===== src/rtl/parity_burst_tx_pkg.sv =====
// Shared definitions for the parity burst transmitter: state encoding,
// LFSR geometry and the run-length saturation point of the detector model.
package parity_burst_tx_pkg;

    typedef enum logic [1:0] {
        IDLE = 2'b00,
        SEND = 2'b01,
        TERM = 2'b10
    } state_t;

    localparam int          LFSR_W    = 8;
    localparam int          LEN_W     = 4;
    // x^8 + x^6 + x^5 + x^4 + 1 -> feedback from bits 7, 5, 4, 3
    localparam logic [LFSR_W-1:0] LFSR_TAPS = 8'hB8;
    localparam logic [1:0]  RUN_SAT   = 2'd3;

    function automatic logic odd_parity(input logic [2:0] w);
        return ^w;
    endfunction

endpackage


===== src/rtl/parity_burst_tx_lfsr8.sv =====
// 8-bit Fibonacci LFSR that steps only when adv is high; reloads SEED on reset.
module lfsr8
    import parity_burst_tx_pkg::*;
#(
    parameter logic [LFSR_W-1:0] SEED = 8'hA5
) (
    input  logic              clk,
    input  logic              reset,
    input  logic              adv,
    output logic [LFSR_W-1:0] q
);

    // SEED must be nonzero, otherwise the register locks up at all-zeros.
    always_ff @(posedge clk) begin
        if (!reset) begin
            q <= SEED;
        end else if (adv) begin
            q <= {q[LFSR_W-2:0], ^(q & LFSR_TAPS)};
        end
    end

endmodule


===== src/rtl/parity_burst_tx.sv =====
// Burst generator feeding a consecutive-odd-parity detector: len odd-parity
// words followed by one even-parity terminator, plus a registered model of z.
module parity_burst_tx
    import parity_burst_tx_pkg::*;
#(
    parameter logic [LFSR_W-1:0] SEED = 8'hA5
) (
    input  logic             clk,
    input  logic             reset,
    input  logic             start,
    input  logic [LEN_W-1:0] len,
    output logic             w1,
    output logic             w2,
    output logic             w3,
    output logic             busy,
    output logic             done,
    output logic             z_exp
);

    state_t             state, state_nxt;
    logic [LEN_W-1:0]   cnt, cnt_nxt;
    logic [1:0]         run, run_nxt;
    logic [LFSR_W-1:0]  lfsr_q;
    logic               lfsr_adv;
    logic               lfsr_unused;
    logic [2:0]         word_nxt;
    logic               a, b;

    lfsr8 #(
        .SEED (SEED)
    ) u_lfsr (
        .clk   (clk),
        .reset (reset),
        .adv   (lfsr_adv),
        .q     (lfsr_q)
    );

    assign lfsr_unused = ^lfsr_q[LFSR_W-1:2];
    assign a           = lfsr_q[0];
    assign b           = lfsr_q[1];

    always_comb begin
        state_nxt = state;
        cnt_nxt   = cnt;
        case (state)
            IDLE: begin
                if (start) begin
                    if (len != '0) begin
                        state_nxt = SEND;
                        cnt_nxt   = len;
                    end else begin
                        state_nxt = TERM;
                    end
                end
            end
            SEND: begin
                cnt_nxt = cnt - 4'd1;
                if (cnt == 4'd1) begin
                    state_nxt = TERM;
                end
            end
            TERM: begin
                state_nxt = IDLE;
            end
            default: begin
                state_nxt = IDLE;
            end
        endcase
    end

    // Outputs are registered from the next state, so they line up with it.
    always_comb begin
        lfsr_adv = (state_nxt != IDLE);
        word_nxt = 3'b000;
        case (state_nxt)
            SEND:    word_nxt = {a, b, ~(a ^ b)};
            TERM:    word_nxt = {a, b, (a ^ b)};
            default: word_nxt = 3'b000;
        endcase
    end

    always_comb begin
        run_nxt = 2'd0;
        if (odd_parity({w1, w2, w3})) begin
            run_nxt = (run == RUN_SAT) ? RUN_SAT : run + 2'd1;
        end
    end

    always_ff @(posedge clk) begin
        if (!reset) begin
            state <= IDLE;
            cnt   <= '0;
            run   <= 2'd0;
            w1    <= 1'b0;
            w2    <= 1'b0;
            w3    <= 1'b0;
            busy  <= 1'b0;
            done  <= 1'b0;
            z_exp <= 1'b0;
        end else begin
            state        <= state_nxt;
            cnt          <= cnt_nxt;
            run          <= run_nxt;
            {w1, w2, w3} <= word_nxt;
            busy         <= (state_nxt != IDLE);
            done         <= (state_nxt == TERM);
            z_exp        <= (run_nxt == RUN_SAT);
        end
    end

endmodule

===== config.mk =====
export PLATFORM = sky130hd
export DESIGN_NAME = parity_burst_tx
export DESIGN_NICKNAME = d
export VERILOG_FILES = /design/src/rtl/parity_burst_tx_pkg.sv /design/src/rtl/parity_burst_tx_lfsr8.sv /design/src/rtl/parity_burst_tx.sv
export SDC_FILE = /design/constraint.sdc
export NUM_CORES = 1
export LEC_CHECK = 0
export CAP_MARGIN = 30
export CORE_UTILIZATION = 45
export CTS_BUF_LIST = sky130_fd_sc_hd__clkbuf_8
export DETAILED_ROUTE_END_ITERATION = 16
export GPL_TIMING_DRIVEN = 0
export PLACE_DENSITY = 0.67
export SLEW_MARGIN = 15
export SYNTH_ARGS = -nofsm -noshare
export SYNTH_HDL_FRONTEND = slang
export SYNTH_HIERARCHICAL = 1
export SYNTH_SLANG_ARGS = --single-unit

===== constraint.sdc =====
create_clock -name clk -period 2.6 [get_ports clk]
set_input_delay 0.26 -clock clk [delete_from_list [all_inputs] [get_ports clk]]
set_output_delay 0.26 -clock clk [all_outputs]
set_load 0.005 [all_outputs]

* After elaboration in Yosys (flattened, before gate mapping) *
Cells that the tools add are included.

cells by class
  $add $sub $neg = 2
  eq/ne operators = 8
  muxes and demuxes = 10
  bitwise gates (word level) = 2
  reductions and logical operators = 7

operator list
  cell                                               count
  2-to-1 mux 2 bit                                   5
  2-to-1 mux 4 bit                                   2
  one-hot mux 4 bit (2 select lines)                 1
  parity 8 bit                                       1
  == test 2 bit (second input constant)              3
  one-hot mux 3 bit (2 select lines)                 1
  == test 2 x 1 -> 1 bit (second input constant)     2
  == test 4 x 1 -> 1 bit (second input constant)     1
  inequality test 2 bit (second input constant)      2
  one-hot mux 2 bit (2 select lines)                 1
  nonzero test 2 bit                                 2
  nonzero test 4 bit                                 1
  subtractor 4 x 1 -> 4 bit (second input constant)  1
  AND reduction 3 bit                                1
  parity 3 bit                                       1
  adder 2 x 1 -> 2 bit (second input constant)       1
  logical NOT 2 bit                                  1
  NOT 1 bit                                          1
  XOR 1 bit                                          1

word-level totals
  flip-flop bits (word level) = 22

* Longest topological paths before layout *
Gate-level depths: netlist of run 1.

  depth after elaboration = 6
  depth in mapped cells = 10
  mapped depth without buffers = 9

* Cells and area by module *
The synthesis of run 1 kept the hierarchy.

modules (own cells, without submodules)
  module           times used  cells each  area each (µm²)  seq. area each (µm²)
  parity_burst_tx  1           71          724.4            280.3
  lfsr8            1           28          314.1            160.2

* Worst setup path before layout of run 1 *
No wires, ideal clock.

  path type = register to register
  start = reg cnt[0]
  end = reg u_lfsr.q[2]
  library setup time = 0.115 ns
  arrival = 1.917 ns
  data required time = 2.485 ns
  slack = 0.568 ns
  cell stages (with the launch flop) = 10
  path buffers = 1
  clock period less this slack = 2.032 ns
  cell sequence = dfxtp_1 -> ha_1 -> nor4bb_1 -> a31oi_1 -> or2_1 -> ha_1 -> inv_1 -> buf_4 -> mux2i_1 -> nand2_1

between the ends
  word-level cells in the longest chain between the ends = 4

ends and longest elaborated chain
  element                             line                         source
  start: declaration                  parity_burst_tx.sv:21        logic [LEN_W-1:0] cnt, cnt_nxt;
  start signal: assignment            parity_burst_tx.sv:102       cnt <= cnt_nxt;
  == test 4 x 1 -> 1 bit              parity_burst_tx.sv:58        if (cnt == 4'd1) begin
  2-to-1 mux 2 bit                    parity_burst_tx.sv:58
  one-hot mux 2 bit (2 select lines)  parity_burst_tx.sv:45        case (state)
  nonzero test 2 bit                  parity_burst_tx.sv:73        lfsr_adv = (state_nxt != IDLE);
  named net lfsr_adv                  parity_burst_tx.sv:24        logic lfsr_adv;
  end signal: assignment              parity_burst_tx_lfsr8.sv:18  q <= {q[LFSR_W-2:0], ^(q & LFSR_TAPS)};
  end: declaration                    parity_burst_tx_lfsr8.sv:10  output logic [LFSR_W-1:0] q

The timed path passes the listed nets, and every way through them passes these cells.
A chain may end at the register's enable or synchronous reset.

* Worst setup path in the final report of run 1 *
  start = reg cnt[0]
  end = reg u_lfsr.q[5]

Same word-level chain as after synthesis.

==> results.yml, run 1 <==
outcome:
  outcome: "finished, final reports clean"
grt:
  grt_pass1_wl_um: 3040
  antenna_found_initial: 0
  grt_use_total_pct: 16.0
  grt-ovfl-total: 0
  grt_start_max_net_pins: 16
  grt_pass1_vias: 710
detailed_routing:
  ant_nets: 0
  drt-total-wl_um: 1700
  first_pass_iters: 3
  drc: 0
  vias_per_cell: 5.22
  num_vias: 747
  drtIter0Drc: 12
  post_drt_wl_per_cell_um: 11.9
sta:
  fmax_mhz: 433
  skew_ns: 0.00280
  rsz0062_at_grt: "no"
  period_minus_slack_ns: 2.31
  fin_crit_sh_pct: 88.8
  setup_viol_count_final: 0
  maxSlewHeadroom_pct: 64.7
  tightestPinTransition_ns: 0.522
  slew_violations: 0
  setup_tns_ns: 0
  hold_viol_final: 0
hold_path:
  hold_path_end: "run[0]"
  hold_class: "flip-flop to flip-flop"
  hold_start: "run[0]"
  min_delay_path_depth: 1
synthesis:
  synth.yosys.seq_area_share_pct: 42.4
  netlist_area_um2: 1040
  synth_top_family_by_area: "simple AND/OR/NAND/NOR gates"
  netlist.area_leader.share_pct: 42.4
  yosys-top-cells-area: "dfxtp_1 (42%), mux2i_1 (7.7%), ha_1 (7.2%)"
  ys_warn_count: 6
  synth_xor_area_share_pct: 5.66
  synth_nets: 112
  synth-seq-cells: 22
  yosys.area_share.simple_pct: 19.4
  synthAdderAreaFrac_pct: 7.23
  synthDistinctLibCells: 36
  muxShareOfSynthArea_pct: 7.71
  yosys.area.top_type: "dfxtp_1"
  syn-instance-count: 99
  synth_compound_area_share_pct: 14.7
  avgSynthCellArea_um2: 10.5
setup_path:
  worstRegToRegCells: 9
  startpoint_type: "flip-flop"
  max_stage_delay_ns: 0.50
  cp_data_required_time_ns: 2.74
  timing.rr.end: "u_lfsr/q[5]"
  cp_common_cell: "ha_1"
  endpoint_kind: "flip-flop"
  reg2reg_from: "cnt[0]"
  crit_slowest_cell: "nor4bb_1"
  arrival_ns: 2.44
  crit_type: "flip-flop to flip-flop"
  cp_max_fo: 9
  path_cells: "ha_1 -> nor4bb_1 -> a31oi_1 -> or2_1 -> ha_1 -> inv_1 -> buf_4 -> mux2i_1 -> nand2_1"
  reg2reg_slack_ns: 0.29
cts:
  clk_latency_ns: 0.26
  cts_setup_buffers: 0
  cts_hold_buf: 0
  clk_pin_slew_ns: 0.08
  cts_resized: 0
  cts-root-buf: "clkbuf_8"
  h-tree-depth: 1
  clock_sinks: 22
  cts_tree: "built"
  cts_made_buffers: 3
  clock_path_buffers: 2
final_layout:
  multi_input_area_um2: 568
  syn2layout_area_growth_pct: 20.2
  n_fill_cell: 204
  final_cell_mix: "dfxtp_1 (22), clkdlybuf4s50_1 (12), nor2_1 (8), mux2i_1 (8)"
  fin_cells: 143
  num-nets-final: 129
  final_common_cell: "dfxtp_1"
  seq_area_um2: 440
  drive_above_1_share_pct: 8.70
  antenna_cells: 0
placement:
  portBuffers: 12
  place.gp.congestion: 0.805
  hpwlAfterDp_um: 1300
  dp_cells: 139
floorplan:
  die_area_um2: 2500
  std_cell_rows: 17
  coreArea_um2: 2190
  die_w_um: 50.0
  die_h_um: 50.0
  start_util_pct: 47.4
  io_pins: 13
pwr:
  cellLeakagePower_nw: 0.516
  p_per_area_nw_per_um2: 686
  vdd_drop_max_v: 0.000466
job:
  cap_violations: 0
-- worst max-delay path: cells and delay by family, from the launching register on --
kind / cells / cell delay [ns]
adder cells (fa/ha/maj): 2 / 0.39
AND/OR/NAND/NOR: 3 / 0.82
AO/OA/AOI/OAI: 1 / 0.13
buffers and inverters: 2 / 0.24
multiplexers: 1 / 0.20
flip-flops: 1 / 0.40
-- synth_stat cells --
library cell  count
dfxtp_1          22
nor4_1            1
a221o_1           1
nor4_2            1
or2_1             3
xor3_1            1
a211oi_1          2
nor3_1            3
and3b_1           1
nor2b_1           5
nand2_1           4
o2111a_1          2
o311a_1           1
a31oi_1           2
ha_1              6
nand2b_1          2
o21ai_1           1
a311oi_2          1
nor4bb_1          1
nor2b_2           1
mux2i_1           8
or4_4             1
a221oi_1          1
xor2_1            1
a2111oi_1         1
xnor2_1           3
a21oi_4           1
and2_1            1
nor3b_1           1
inv_1             6
nor2_1            8
a21oi_1           2
o31ai_1           1
and2b_1           1
buf_4             1
a21bo_1           1
-- layer usage --
layer  GRT usage [%]  routed length (µm)
met1            19.5                 845
met3            3.70                  53
met5               0                   0
met4            5.71                  10
met2            26.9                 791
-- sequential cells by signal (all words and copies together) (netlist names) --
name      flops
u_lfsr/q      8
cnt           4
w2            1
state         2
done          1
w1            1
z_exp         1
w3            1
busy          1
run           2
-- logic make-up (layout without fill, tap and decap cells) --
family	Yosys count	count (layout)
flops	22	22
mux	8	8
fa+ha+maj	6	6
buf+inv	7	23
compound gates	17	17
simple gates	34	34
xor+xnor	5	5
-- report_power, final --
part | switching [mW] | internal [mW]
Combinational | 0.0850 | 0.113
Clock | 0.106 | 0.135
Sequential | 0.0364 | 0.381
Total | 0.227 | 0.629
-- area by class of cell --
cell class	instances	area share, %
inverters	6	1.80
multi-input cells	70	45.5
plain buffers	1	0.601
clock buffers	4	4.41
flip-flops and latches	22	35.3
repair buffers	12	9.62
well taps	28	2.81
-- through the flow --
stage	worst slack (ns)	power (mW)	util, %	area [µm²]	hold slack [ns]
floorplan	0.568	0.565	-	1040	0.322
global placement	0.114	0.619	54.5	1190	0.422
detailed placement	0.0941	0.625	54.5	1190	0.429
CTS	0.257	0.869	57.0	1250	0.440
global route	0.0269	0.915	57.0	1250	0.446
finish	0.291	0.856	57.0	1250	0.443
-- how the worst max path moves through the flow --
stage	start	endpoint	slack, ns	depth (start not counted)
final	cnt[0]	u_lfsr/q[5]	0.29	9
after global routing	cnt[0]	u_lfsr/q[5]	0.03	9
after CTS	cnt[0]	u_lfsr/q[5]	0.26	9
after detailed placement	len[0]	u_lfsr/q[0]	0.09	9
after global placement	len[0]	u_lfsr/q[5]	0.11	9
after floorplan	cnt[0]	u_lfsr/q[2]	0.57	9
Note: power is estimated with default switching activity, not from simulation.
==> inputs of run 2 (changes only) <==
- PLACE_DENSITY: 0.67 -> 0.79
==> run 2 against run 1 <==
Against the previous run:
- power shrank 0.16%
- clock power hardly changed
- fmax shrank 2.7%
- sequential power is essentially flat
- global-route usage barely moved
- final area unchanged
- combinational power about the same
- worst setup slack got worse by 0.064 ns
- critical path type unchanged
- largest cell class unchanged
- highest routed layer unchanged
==> results.yml, run 2 (synthesis results as in run 1) <==
outcome:
  outcome: "finished, final reports clean"
pwr:
  cellLeakagePower_nw: 0.516
  p_per_area_nw_per_um2: 685
  vdd_drop_max_v: 0.000304
  power.total_mw: 0.855
final_layout:
  antenna_cells: 0
  fin_cells: 143
  num-nets-final: 129
  reg.largest.list: "u_lfsr/q x8, cnt x4"
  postLayoutCellArea_um2: 1250
  regMostFlops: "u_lfsr/q"
  syn2layout_area_growth_pct: 20.2
  drive_above_1_share_pct: 8.70
  final_cell_mix: "dfxtp_1 (22), clkdlybuf4s50_1 (12), nor2_1 (8), mux2i_1 (8)"
  final_core_util_pct: 57.0
  final_common_cell: "dfxtp_1"
  largest_register_ff_count: 8
placement:
  dp_cells: 139
  hpwlAfterDp_um: 1270
  place.gp.congestion: 0.876
  portBuffers: 12
  dpl_cell_area_um2: 1190
grt:
  grt_start_max_net_pins: 16
  antenna_found_initial: 0
  grt_pass1_vias: 692
  grt-ovfl-total: 0
  grt_use_total_pct: 16.0
  grt_pass1_wl_um: 2950
setup_path:
  max_stage_delay_ns: 0.56
  cp_max_fo: 9
  endpoint_kind: "flip-flop"
  cp_top_family: "simple AND/OR/NAND/NOR gates"
  cp_data_required_time_ns: 2.73
  worstRegToRegCells: 9
  crit_buf_inv: 2
  crit_type: "flip-flop to flip-flop"
  path_cells: "ha_1 -> nor4bb_1 -> a31oi_1 -> or2_1 -> ha_1 -> inv_1 -> buf_4 -> mux2i_1 -> nand2_1"
  cp_common_cell: "ha_1"
  startpoint_type: "flip-flop"
  crit_cells: 9
  crit_slowest_cell: "nor4bb_1"
  arrival_ns: 2.51
cts:
  cts_tree: "built"
  clk_pin_slew_ns: 0.08
  cts_setup_buffers: 0
  clock_sinks: 22
  cts_hold_buf: 0
  cts_resized: 0
  cts-root-buf: "clkbuf_8"
  cts_made_buffers: 3
  h-tree-depth: 1
  clock_path_buffers: 2
  clk_latency_ns: 0.26
floorplan:
  start_util_pct: 47.4
  std_cell_rows: 17
  io_pins: 13
  coreArea_um2: 2190
  die_h_um: 50.0
  die_w_um: 50.0
  die_area_um2: 2500
detailed_routing:
  drt-total-wl_um: 1690
  ant_nets: 0
  vias_per_cell: 5.28
  drtIter0Drc: 3
  post_drt_wl_per_cell_um: 11.8
  drc: 0
  first_pass_iters: 4
  num_vias: 755
sta:
  fin_crit_sh_pct: 91.3
  setup_viol_count_final: 0
  hold_viol_final: 0
  maxSlewHeadroom_pct: 58.1
  rsz0062_at_grt: "no"
  fmax_mhz: 421
  slew_violations: 0
  skew_ns: 0.00363
  period_minus_slack_ns: 2.37
  setup_tns_ns: 0
  tightestPinTransition_ns: 0.620
hold_path:
  hold_class: "flip-flop to flip-flop"
  min_delay_path_depth: 1
job:
  cap_violations: 0
==> run 2: cell counts in the layout (fill, tap and decap cells not counted) <==
Identical to the previous run, type by type.
==> run 2: per-layer routing <==
layer  up-vias  global-route usage (%)  part of all wire, %
met5         -                       0                    0
met2        16                    26.2                   49
met1       349                    19.0                   45
met3         5                    3.70                  3.6
met4         0                    8.57                  2.1
li1        385                       -                    -
==> run 2: worst reg2reg max path: stages (launching register included) <==
cell and delay (ns):
dfxtp_1 0.40, ha_1 0.16, nor4bb_1 0.56, a31oi_1 0.15
or2_1 0.27, ha_1 0.21, inv_1 0.06, buf_4 0.17
mux2i_1 0.20, nand2_1 0.06
==> run 2: final cells by class <==
| type | count | area, µm² |
|---|---|---|
| fillers | 192 | 942 |
| multi-input cells | 70 | 568 |
| flip-flops and latches | 22 | 440 |
| repair buffers | 12 | 120 |
| clock buffers | 4 | 55.1 |
| well taps | 28 | 35.0 |
| inverters | 6 | 22.5 |
| plain buffers | 1 | 7.51 |
==> run 2: metrics by stage <==
stage / hold slack (ns) / worst slack, ns
detailed placement: 0.436 / 0.0929
global placement: 0.422 / 0.136
finish: 0.442 / 0.227
CTS: 0.447 / 0.192
global route: 0.468 / 0.0143
floorplan: 0.322 / 0.568
==> run 2: path summary, 6_finish.rpt <==
kind                 endpoint    from  slack, ns
setup reg to reg  u_lfsr/q[7]  cnt[0]       0.23
setup / recovery  u_lfsr/q[7]  cnt[0]       0.23
hold / removal         run[0]  run[0]       0.44
hold reg to reg        run[0]  run[0]       0.44
==> run 2: power breakdown <==
group	leakage, nW	switching, mW	internal [mW]
clock network	0.0288	0.105	0.135
registers	0.182	0.0372	0.381
logic	0.306	0.0844	0.112
total	0.516	0.227	0.628
==> inputs of run 3 (changes only) <==
- clock period: 2.6 -> 2.56 ns (I/O delays scaled with it)
==> run 3 against run 2 <==
Against the previous run:
- worst hold slack hardly changed
- sequential cell count stayed put
- largest cell class unchanged
- clock power is 2% higher
- register-to-register slack better by 0.11 ns
- sequential power is 2% higher
==> results.yml, run 3 (synthesis results as in run 1) <==
outcome:
  outcome: "finished, final reports clean"
final_layout:
  largest_register_ff_count: 8
  final_cell_mix: "dfxtp_1 (22), clkdlybuf4s50_1 (12), nor2_1 (8), mux2i_1 (8)"
  multi_input_area_um2: 574
  antenna_cells: 0
  num-nets-final: 129
  reg.largest.list: "u_lfsr/q x8, cnt x4"
  syn2layout_area_growth_pct: 20.8
  fin_cells: 143
  final_core_util_pct: 57.3
  seq_area_um2: 440
  drive_above_1_share_pct: 9.57
  postLayoutCellArea_um2: 1250
  final_common_cell: "dfxtp_1"
  n_fill_cell: 190
  regMostFlops: "u_lfsr/q"
floorplan:
  std_cell_rows: 17
  io_pins: 13
  start_util_pct: 47.4
  die_w_um: 50.0
  coreArea_um2: 2190
  die_area_um2: 2500
  die_h_um: 50.0
setup_path:
  arrival_ns: 2.35
  timing.rr.end: "u_lfsr/q[7]"
  crit_slowest_cell: "or4_4"
  reg2reg_from: "cnt[0]"
  path_cells: "clkdlybuf4s50_1 -> or4_4 -> a21oi_4 -> or2_1 -> ha_1 -> inv_1 -> buf_4 -> nor3b_1 -> a31oi_1"
  cp_data_required_time_ns: 2.69
  worstRegToRegCells: 9
  endpoint_kind: "flip-flop"
  max_stage_delay_ns: 0.60
  crit_type: "input pin to flip-flop"
  cp_max_fo: 9
  reg2reg_slack_ns: 0.34
  startpoint_type: "input pin"
grt:
  grt_pass1_wl_um: 2950
  grt_use_total_pct: 16.0
  antenna_found_initial: 0
  grt_start_max_net_pins: 16
  grt_pass1_vias: 692
  grt-ovfl-total: 0
cts:
  cts_resized: 0
  clk_latency_ns: 0.26
  clk_pin_slew_ns: 0.08
  clock_path_buffers: 2
  cts_hold_buf: 0
  cts_setup_buffers: 0
  cts_tree: "built"
  cts_made_buffers: 3
  h-tree-depth: 1
  clock_sinks: 22
  cts-root-buf: "clkbuf_8"
detailed_routing:
  highest_layer: "met4"
  first_pass_iters: 4
  wl_met3_um: 62
  ant_nets: 0
  post_drt_wl_per_cell_um: 11.7
  wl_met2_um: 819
  drtIter0Drc: 3
  drc: 0
  drt-met1-wl_um: 761
  vias_per_cell: 5.27
  drt-total-wl_um: 1680
  num_vias: 754
sta:
  fmax_mhz: 449
  slew_violations: 0
  skew_ns: 0.00365
  maxSlewHeadroom_pct: 68.8
  fin_crit_sh_pct: 86.9
  timing.final.ws_setup_ns: 0.335
  tightestPinTransition_ns: 0.466
  setup_viol_count_final: 0
  setup_tns_ns: 0
  period_minus_slack_ns: 2.22
  rsz0062_at_grt: "no"
  hold_viol_final: 0
pwr:
  p_per_area_nw_per_um2: 693
  cellLeakagePower_nw: 0.517
  vdd_drop_max_v: 0.000309
placement:
  pre_cts_ws_ns: 0.0569
  place.gp.congestion: 0.876
  dpl_cell_area_um2: 1190
  dp_cells: 139
  portBuffers: 12
  hpwlAfterDp_um: 1270
hold_path:
  hold_class: "flip-flop to flip-flop"
  min_delay_path_depth: 1
  hold_start: "run[0]"
  hold_path_end: "run[0]"
job:
  cap_violations: 0
## run 3: cell types whose count changed in the layout (fill, tap and decap cells not counted)
cell,before,now
nor4bb_1,1,0
nor4bb_2,0,1
## run 3: how the worst max path moves through the flow
stage	cells past startpoint	end	startpoint	slack, ns
after detailed placement	9	u_lfsr/q[7]	len[0]	0.06
after global routing	9	u_lfsr/q[7]	cnt[0]	0.15
final	9	u_lfsr/q[0]	len[0]	0.34
after floorplan	9	u_lfsr/q[2]	cnt[0]	0.53
after CTS	9	u_lfsr/q[7]	cnt[0]	0.15
after global placement	9	u_lfsr/q[5]	len[0]	0.1
## run 3: layer usage
layer  up-vias  track usage, %
met5         -               0
met4         0            8.57
met3         5            3.70
met2        16            26.2
met1       348            19.0
li1        385               -
## run 3: per-stage QoR
step / hold WS (ns) / total power, mW
after global placement: 0.422 / 0.626
final: 0.442 / 0.870
after floorplan: 0.318 / 0.574
after CTS: 0.447 / 0.880
after global routing: 0.468 / 0.921
after detailed placement: 0.436 / 0.634
## run 3: power by group
group          switching (mW)  internal (mW)
logic                  0.0855          0.115
clock network           0.107          0.137
registers              0.0384          0.387
## run 3: final cells by class
cell class / count / share of cell area (%)
Timing Repair Buffer: 12 / 9.57
Multi-Input combinational cell: 70 / 45.8
Tap cell: 28 / 2.79
Inverter: 6 / 1.79
Buffer: 1 / 0.598
Sequential cell: 22 / 35.1
Clock buffer: 4 / 4.39
## run 3: worst max-delay path, delay by kind of cell
kind / cells / cell delay [ns]
fa+ha+maj: 1 / 0.20
buf+inv: 3 / 0.70
simple gates: 3 / 0.97
compound gates: 2 / 0.22
